**config.mk**
```make
export PLATFORM = sky130hd
export DESIGN_NAME = srff_bank
export DESIGN_NICKNAME = d
export VERILOG_FILES = /design/src/rtl/srff_bank.sv
export SDC_FILE = /design/constraint.sdc
export NUM_CORES = 1
export LEC_CHECK = 0
export CORE_MARGIN = 5
export CORE_UTILIZATION = 35
export DETAILED_ROUTE_END_ITERATION = 12
export GPL_ROUTABILITY_DRIVEN = 0
export GPL_TIMING_DRIVEN = 0
export PLACE_DENSITY = 0.73
export SLEW_MARGIN = 25
export SYNTH_ARGS = -nofsm -noshare
export SYNTH_HDL_FRONTEND = slang
export SYNTH_SLANG_ARGS = --single-unit
```
**constraint.sdc**
```tcl
create_clock -name CLK -period 1.1 [get_ports CLK]
set_input_delay 0.11 -clock CLK [delete_from_list [all_inputs] [get_ports CLK]]
set_output_delay 0.11 -clock CLK [all_outputs]
set_load 0.05 [all_outputs]
```
**src/rtl/srff_bank.sv**
```systemverilog
// rtl/srff_bank.sv - bank of WIDTH synchronous SR flip-flops with conflict tracking
//
// Optional feature macro: SRFF_BANK_CONFLICT_CNT_EN (conflict-cycle counter present).
//
// Ports:
//   CLK       in   1      clock, rising edge
//   CLR_N     in   1      synchronous active-low reset
//   EN        in   1      bank update enable
//   S         in   WIDTH  per-bit set request
//   R         in   WIDTH  per-bit reset request
//   CONF_CLR  in   1      clear sticky conflict flags and counter
//   Q         out  WIDTH  flip-flop state
//   QN        out  WIDTH  complement of Q
//   CONF      out  WIDTH  sticky per-bit S=R=1 flag
//   CONF_ANY  out  1      OR of CONF
//   CNT       out  CNT_W  saturating conflict-cycle counter (0 when macro undefined)

module srff_bank #(
  parameter int               WIDTH = 8,
  parameter int               MODE  = 0,
  parameter logic [WIDTH-1:0] INIT  = {WIDTH{1'b0}},
  parameter int               CNT_W = 8
) (
  input  logic             CLK,
  input  logic             CLR_N,
  input  logic             EN,
  input  logic [WIDTH-1:0] S,
  input  logic [WIDTH-1:0] R,
  input  logic             CONF_CLR,
  output logic [WIDTH-1:0] Q,
  output logic [WIDTH-1:0] QN,
  output logic [WIDTH-1:0] CONF,
  output logic             CONF_ANY,
  output logic [CNT_W-1:0] CNT
);

  // Unknown resolution modes fall back to hold.
  localparam int MODE_EFF = (MODE >= 0 && MODE <= 3) ? MODE : 0;

  logic [WIDTH-1:0] hit;
  logic [WIDTH-1:0] q_d, q_q;
  logic [WIDTH-1:0] qn_d, qn_q;
  logic [WIDTH-1:0] conf_d, conf_q;
  logic             conf_any_d, conf_any_q;

  always_comb begin
    hit = EN ? (S & R) : '0;
    q_d = q_q;
    if (EN) begin
      // Exclusive set/clear first; bits with S=R=1 are untouched here.
      q_d = (q_q | (S & ~R)) & ~(R & ~S);
    end
    case (MODE_EFF)
      1:       q_d = q_d | hit;
      2:       q_d = q_d & ~hit;
      3:       q_d = q_d ^ hit;
      default: q_d = q_d;
    endcase
    // QN gets its own flop so it is a clean registered complement.
    qn_d       = ~q_d;
    // A fresh conflict in the clearing cycle survives the clear.
    conf_d     = (CONF_CLR ? '0 : conf_q) | hit;
    conf_any_d = |conf_d;
  end

  always_ff @(posedge CLK) begin
    if (!CLR_N) begin
      q_q        <= INIT;
      qn_q       <= ~INIT;
      conf_q     <= '0;
      conf_any_q <= 1'b0;
    end else begin
      q_q        <= q_d;
      qn_q       <= qn_d;
      conf_q     <= conf_d;
      conf_any_q <= conf_any_d;
    end
  end

  assign Q        = q_q;
  assign QN       = qn_q;
  assign CONF     = conf_q;
  assign CONF_ANY = conf_any_q;

`ifdef SRFF_BANK_CONFLICT_CNT_EN
  logic [CNT_W-1:0] cnt_d, cnt_q;

  always_comb begin
    cnt_d = CONF_CLR ? '0 : cnt_q;
    // One increment per conflicting cycle, held at all-ones.
    if ((|hit) && (cnt_d != '1)) begin
      cnt_d = cnt_d + CNT_W'(1);
    end
  end

  always_ff @(posedge CLK) begin
    if (!CLR_N) begin
      cnt_q <= '0;
    end else begin
      cnt_q <= cnt_d;
    end
  end

  assign CNT = cnt_q;
`else
  assign CNT = '0;
`endif

endmodule
```
* Yosys cells after proc, flatten, opt, wreduce, memory -nomap -nowiden *
Cells that the tools add are included.

operators by class
  mux-type cells = 3
  reduce and logical (&&, ||, !) cells = 1
  bitwise logic cells = 10

operator list
  cell             number
  $and 8x8->8      4
  $not 8->8        4
  $mux 8           3
  $or 8x8->8       2
  $reduce_or 8->1  1

word-level totals
  bits of input ports = 20
  flip-flop bits (word level) = 25

* Depth between registers and ports, before layout *
  depth after elaboration = 6
  depth in mapped cells = 4

* Least setup slack after synthesis *
Ideal clock, no wire load.

  path kind = register -> register
  from = register conf_q[7], in the netlist CONF[7]
  to = register conf_any_q, in the netlist CONF_ANY
  library setup time = 0.125 ns
  data required time = 0.975 ns
  buffers on the path = 0
  arrival = 1.106 ns
  slack = -0.131 ns
  cell stages (with the launch flop) = 4
  cells stage by stage = dfxtp_1 -> nand2b_1 -> o2111ai_1 -> o41a_1

on the way
  word-level cells in the longest chain between the ends = 3

RTL lines
  what                    RTL line  text
  start, declared         43        logic [WIDTH-1:0] conf_d, conf_q;
  start signal, assigned  75        conf_q <= conf_d;
  $mux 8                  62        conf_d = (CONF_CLR ? '0 : conf_q) | hit;
  $or 8x8->8              62
  $reduce_or 8->1         63        conf_any_d = |conf_d;
  end signal, assigned    76        conf_any_q <= conf_any_d;
  end, declared           44        logic conf_any_d, conf_any_q;

No other way between the ends.
A chain may end at the register's enable or synchronous reset.

* Worst setup path in the final report *
  from = register conf_q[0], in the netlist CONF[0]
  to = register conf_any_q, in the netlist CONF_ANY

Same word-level chain as after synthesis.

==> results.md <==
- Setup Viol. Count Final: 0
- VDD IR max: ~0.56 mV
- LEAKAGE: roughly 0.65 nW
- Vias/cell: slightly below 5
- Top sig layer: met4
- Final period util: 98.3%
- #FFs+latches synth: 25
- Clock skew: roughly 0.0026 ns
- Hold Path Class: input pin to register
- Vias in the first global route: 973
- Clock slew at reported path FFs: approximately 0.14 ns
- CP Launch Type: register
- PortBufs: between 40 and 50
- DRC: 0
- Nets: 189
- Root Buffer: clkbuf_4
- Fin crit period: approximately 1.1 ns
- Via count: between 900 and 1000
- Critical Path Sink Type: register
- Chip width: 65.3 um
- First-pass GRT wire length: between 4000 and 5000 um
- Row cnt: 20
- Number of max-cap violations: 0
- Placed insts: 196
- TritonCTS buffer count: 3
- WP data arrival: 1.30 ns
- Full die area: around 0.0043 mm2
- Clk_lat worst skew: around 0.32 ns
- CTS sink count: 25
- Crit-path max FO: 2
- Leading post-synthesis cells by cell area: dfxtp_1 47%, o21a_1 9.8%, a21boi_0 7.7%
- Multi-input logic area: between 500 and 600 um2
- Core ar.: 0.00300 mm2
- FMAX: between 0.9 and 1 GHz
- CTS tree: yes
- WL met3: around 240 um
- Met2 routed WL: roughly 1300 um
- Mapped Avg Cell Area: 9.55 um2
- Synth unique cells: 21
- WP data required: 1.32 ns
- Pin count of the biggest net entering global routing: 14
- Wirelength per Cell: 13.5 um
- Setup Crit Path Kind: register to register
- I/O pins: 53
- Area delta synth->final: 44.3%
- Post-synthesis sequential area ratio: between 40 and 50%
- Routed WL: around 2700 um
- Status: finished, final reports clean
- Cell count after synthesis: around 110
- RSZ-0062 raised after global routing: yes
- Fin Setup TNS: 0 ns
- Layout cells sized above 1: 31.5%
- Register area: roughly 520 um2
- Post-Syn Area: approximately 0.0011 mm2
- Post-DRT Antenna Nets: 0
- Post-DP HPWL: ~2100 um
- Synth top area share: 46.8%
- GRT overflow: 0
- Overall Power: between 1.5 and 2 mW
- Clk buf depth: 2
- Antenna violations before repair: 0
- Gr usage total: roughly 13%
- Clock H-tree levels: 1
- Area leader, netlist: dfxtp_1
- Max Slew Vio Count: 0
- Diodes inserted: 0
- Total power per unit cell area: between 1000 and 1500 mW/mm2
- Drt pass-1 iters: 4
- Synthesis Warnings: 0
- Chip Height: 65.3 um
- Fillers: between 200 and 300
- Hold Violations, Final: 0
- Starting DRT DRC Count: 11
- M1 wire length: 1140 um
- Layout Cells excl Fill: 201
- Starting Density: a little over a third
[worst max-delay path, cell delays in order, from the launching register on]
cell       delay, ns
dfxtp_4         0.36
inv_1           0.08
o2111ai_2       0.11
o41a_1          0.43
[layout by cell type (no fill, tap or decap), types with 3 or more instances in the layout]
cell              n
a21boi_0         11
and2_1            5
buf_2            18
buf_4            10
buf_6             3
clkbuf_4          9
clkdlybuf4s50_1  17
conb_1            8
dfxtp_1          17
dfxtp_2           5
dfxtp_4           3
inv_1             4
nand2b_1          4
nand3_1           7
nor2b_1           7
o21a_1           14
o21ai_0          11
[area by class of cell]
cell class / instances / share of cell area (%)
well taps: 33 / 2.67
plain buffers: 13 / 6.73
clock buffers: 4 / 1.70
flip-flops and latches: 25 / 33.5
repair buffers: 45 / 21.9
inverters: 4 / 0.972
multi-input cells: 77 / 32.5
[synth_stat cells (all sizes together)]
cell type and n:
a21oi 1, nand2 1, a21boi 11, o21ai 11
conb 1, nand2b 4, o2bb2ai 1, dfxtp 25
inv 4, nand3 8, or2b 1, o41a 1
o2111ai 4, o21a 14, and2 5, clkbuf 2
buf 11, nor2b 7
[kinds of logic (layout without fill, tap and decap cells)]
kind of cell    count (synthesis)  count (layout)  share of synthesized area [%]
compound gates                 43              43                           28.3
simple gates                   26              26                           14.6
buf+inv                        17              66                           9.94
other cells                     1               8                          0.351
flops                          25              25                           46.8
[sequential cells by signal, summed over array words and instances, names as in the netlist]
register,cells
CONF,8
CONF_ANY,1
QN,8
Q,8
[timing repair]
action	CTS	global route
resized for setup	129	15
endpoints found under the setup margin	28	15
buffers inserted	1	0
pin swaps	0	1
hold buffers	0	0
[metrics by stage]
step | utilization (%) | hold WS [ns] | area (um2) | setup WS, ns
2_1_floorplan | - | 0.232 | 1110 | 0.00323
3_3_place_gp | 53.1 | 0.491 | 1600 | -0.461
3_5_place_dp | 53.1 | 0.505 | 1600 | -0.467
4_1_cts | 50.2 | 0.266 | 1510 | 0.0138
5_1_grt | 51.4 | 0.305 | 1540 | -0.0309
6_report | 51.4 | 0.290 | 1540 | 0.0183
[routing by layer]
metal | GRT usage [%] | vias up
li1 | - | 489
met1 | 15.0 | 446
met2 | 22.0 | 36
met3 | 2.74 | 8
met4 | 6.99 | 0
met5 | 0 | -
[power breakdown]
group | switching (mW) | leakage, nW | internal (mW) | total (mW)
Combinational | 0.378 | 0.428 | 0.205 | 0.583
Sequential | 0.0247 | 0.210 | 0.956 | 0.981
Clock | 0.277 | 0.0150 | 0.142 | 0.419
[path summary, 6_finish.rpt]
check / start / depth (start not counted) / slack [ns] / end
worst max-delay path: CONF[0] / 3 / 0.02 / CONF_ANY
worst max register to register: CONF[0] / 3 / 0.02 / CONF_ANY
worst min-delay path: CONF_CLR / 3 / 0.29 / CONF[7]
worst min register to register: CONF[3] / 2 / 0.52 / CONF[3]
(Power assumes the default switching activity.)
==> patch (config.mk and constraints unchanged) <==
Set the parameter `CNT_W` to 12 (it was 8).
--- a/src/rtl/srff_bank.sv
+++ b/src/rtl/srff_bank.sv
@@ -20,5 +20,5 @@
   parameter int               MODE  = 0,
   parameter logic [WIDTH-1:0] INIT  = {WIDTH{1'b0}},
-  parameter int               CNT_W = 8
+  parameter int               CNT_W = 12
 ) (
   input  logic             CLK,
Interface: changed (resized CNT); port bits go from 53 to 57. The function was not compared with the original's and may differ.
==> patch against the original RTL <==
  * Design area grew 3.7%
  * Wire length grew 5.1%
  * Area after synthesis grew 2.8%
  * Critical path type is now flip-flop to primary output
  * Count of clock-buffer cells in the layout down 1
  * Sequential cell count stayed put
  * Worst setup slack improved by 0.014 ns
  * Power increased by 2.0%
==> patch: results (changes against the original RTL) <==
| Metric | Value |
|---|---|
| Global-route wire length before repair | 4810 um (+12%) |
| Pleak | 0.690 nW (+5.6%) |
| Post-synth top cells | 25 x dfxtp_1, 14 x o21a_1, 13 x buf_4 |
| Nets | 198 (+4.8%) |
| RR Startpoint | CONF[1] |
| Plain + repair buffers | 63 (+8.6%) |
| Outcome | finished, final reports clean |
| Synth Area per Inst | 9.48 um^2 (-0.74%) |
| Clk tree area frac | 1.72% (+0.017 points) |
| Compound-Gate Fraction of Synth Area | 27.5% (-0.77 points) |
| Wl on met1 | 1210 um (+6.0%) |
| # fillers | 288 (-1.7%) |
| Area post-placement | 1650 um^2 (+3.7%) |
| Vias per cell | 4.52 (-7.2%) |
| DR WL met2 | 1360 um (+7.9%) |
| Arrival time worst endpoint | 0.96 ns (-0.34 ns) |
| Peak VDD IR | 0.461 mV (-18%) |
| R2r setup slk | 0.05 ns (+0.03 ns) |
| Max Clock Skew | 0.00949 ns (+0.00691 ns) |
| Ys Warns | 0 (unchanged) |
| Number of DRC markers in iteration 0 | 22 (+11) |
| GR Util met1 | 16.7% (+1.7 points) |
| Number of global-route vias before repair | 1044 (+7.3%) |
| Buffering overhead | 29.6% (+1.0 points) |
| Setup crit end | CONF[7] |
| Share of cells above drive strength 1 | 32.2% (+0.66 points) |
| M2 GR Usage | 23.8% (+1.8 points) |
| Critical Path Slowest Stage Cell | dfxtp_4 |
| P_sw | 0.714 mW (+5.1%) |
| DR WL/cell | 13.0 um (-4.4%) |
| Largest cells by area after synthesis | dfxtp_1 46%, o21a_1 9.6%, buf_4 8.9% |
| Multi-input gates | 81 (+5.2%) |
| Sequential share of cell area | 32.3% (-1.2 points) |
| Largest family of logic cells by synthesized area | compound AO/OA/AOI/OAI gates |
| Worst setup margin | 0.0320 ns (+0.0136 ns) |
| Crit-path leading delay family | flip-flops |
| Global routing usage on met3 | 2.89% (+0.16 points) |
| Post-DP HPWL | 2190 um (+4.9%) |
| Crit path from | CONF[7] |
| Gr usage total | 14.4% (+1.5 points) |
| Largest net degree at the start of global routing | 15 (+1) |
| Fraction of area in multi-input gates | 32.0% (-0.54 points) |
| Register area share after synthesis | 45.5% (-1.3 points) |
| Met3 WL post-DR | 206 um (-13%) |
| Post-layout util | 52.9% (+1.5 points) |
| Setup WS pre-CTS | -0.471 ns (-0.00442 ns) |
-- patch: cell types whose count changed in the layout (fill, tap and decap cells not counted), sizes merged --
cell    delta
clkbuf     -2
clkinv     +1
conb       +4
buf        +6
-- patch: power groups by stage --
| stage | Clock [mW] | Sequential [mW] | Combinational, mW |
|---|---|---|---|
| after global placement | 0 | 1.00 | 0.648 |
| final | 0.417 | 0.981 | 0.624 |
| after CTS | 0.424 | 0.981 | 0.613 |
| after floorplan | 0 | 1.19 | 0.245 |
| after detailed placement | 0 | 1.00 | 0.655 |
| after global routing | 0.467 | 0.990 | 0.661 |
-- patch: metrics by stage --
step	power (mW)	hold WS, ns	cells
2_1_floorplan	1.44	0.232	127
3_3_place_gp	1.65	0.493	215
3_5_place_dp	1.66	0.508	215
4_1_cts	2.02	0.316	221
5_1_grt	2.12	0.344	221
6_report	2.02	0.313	221
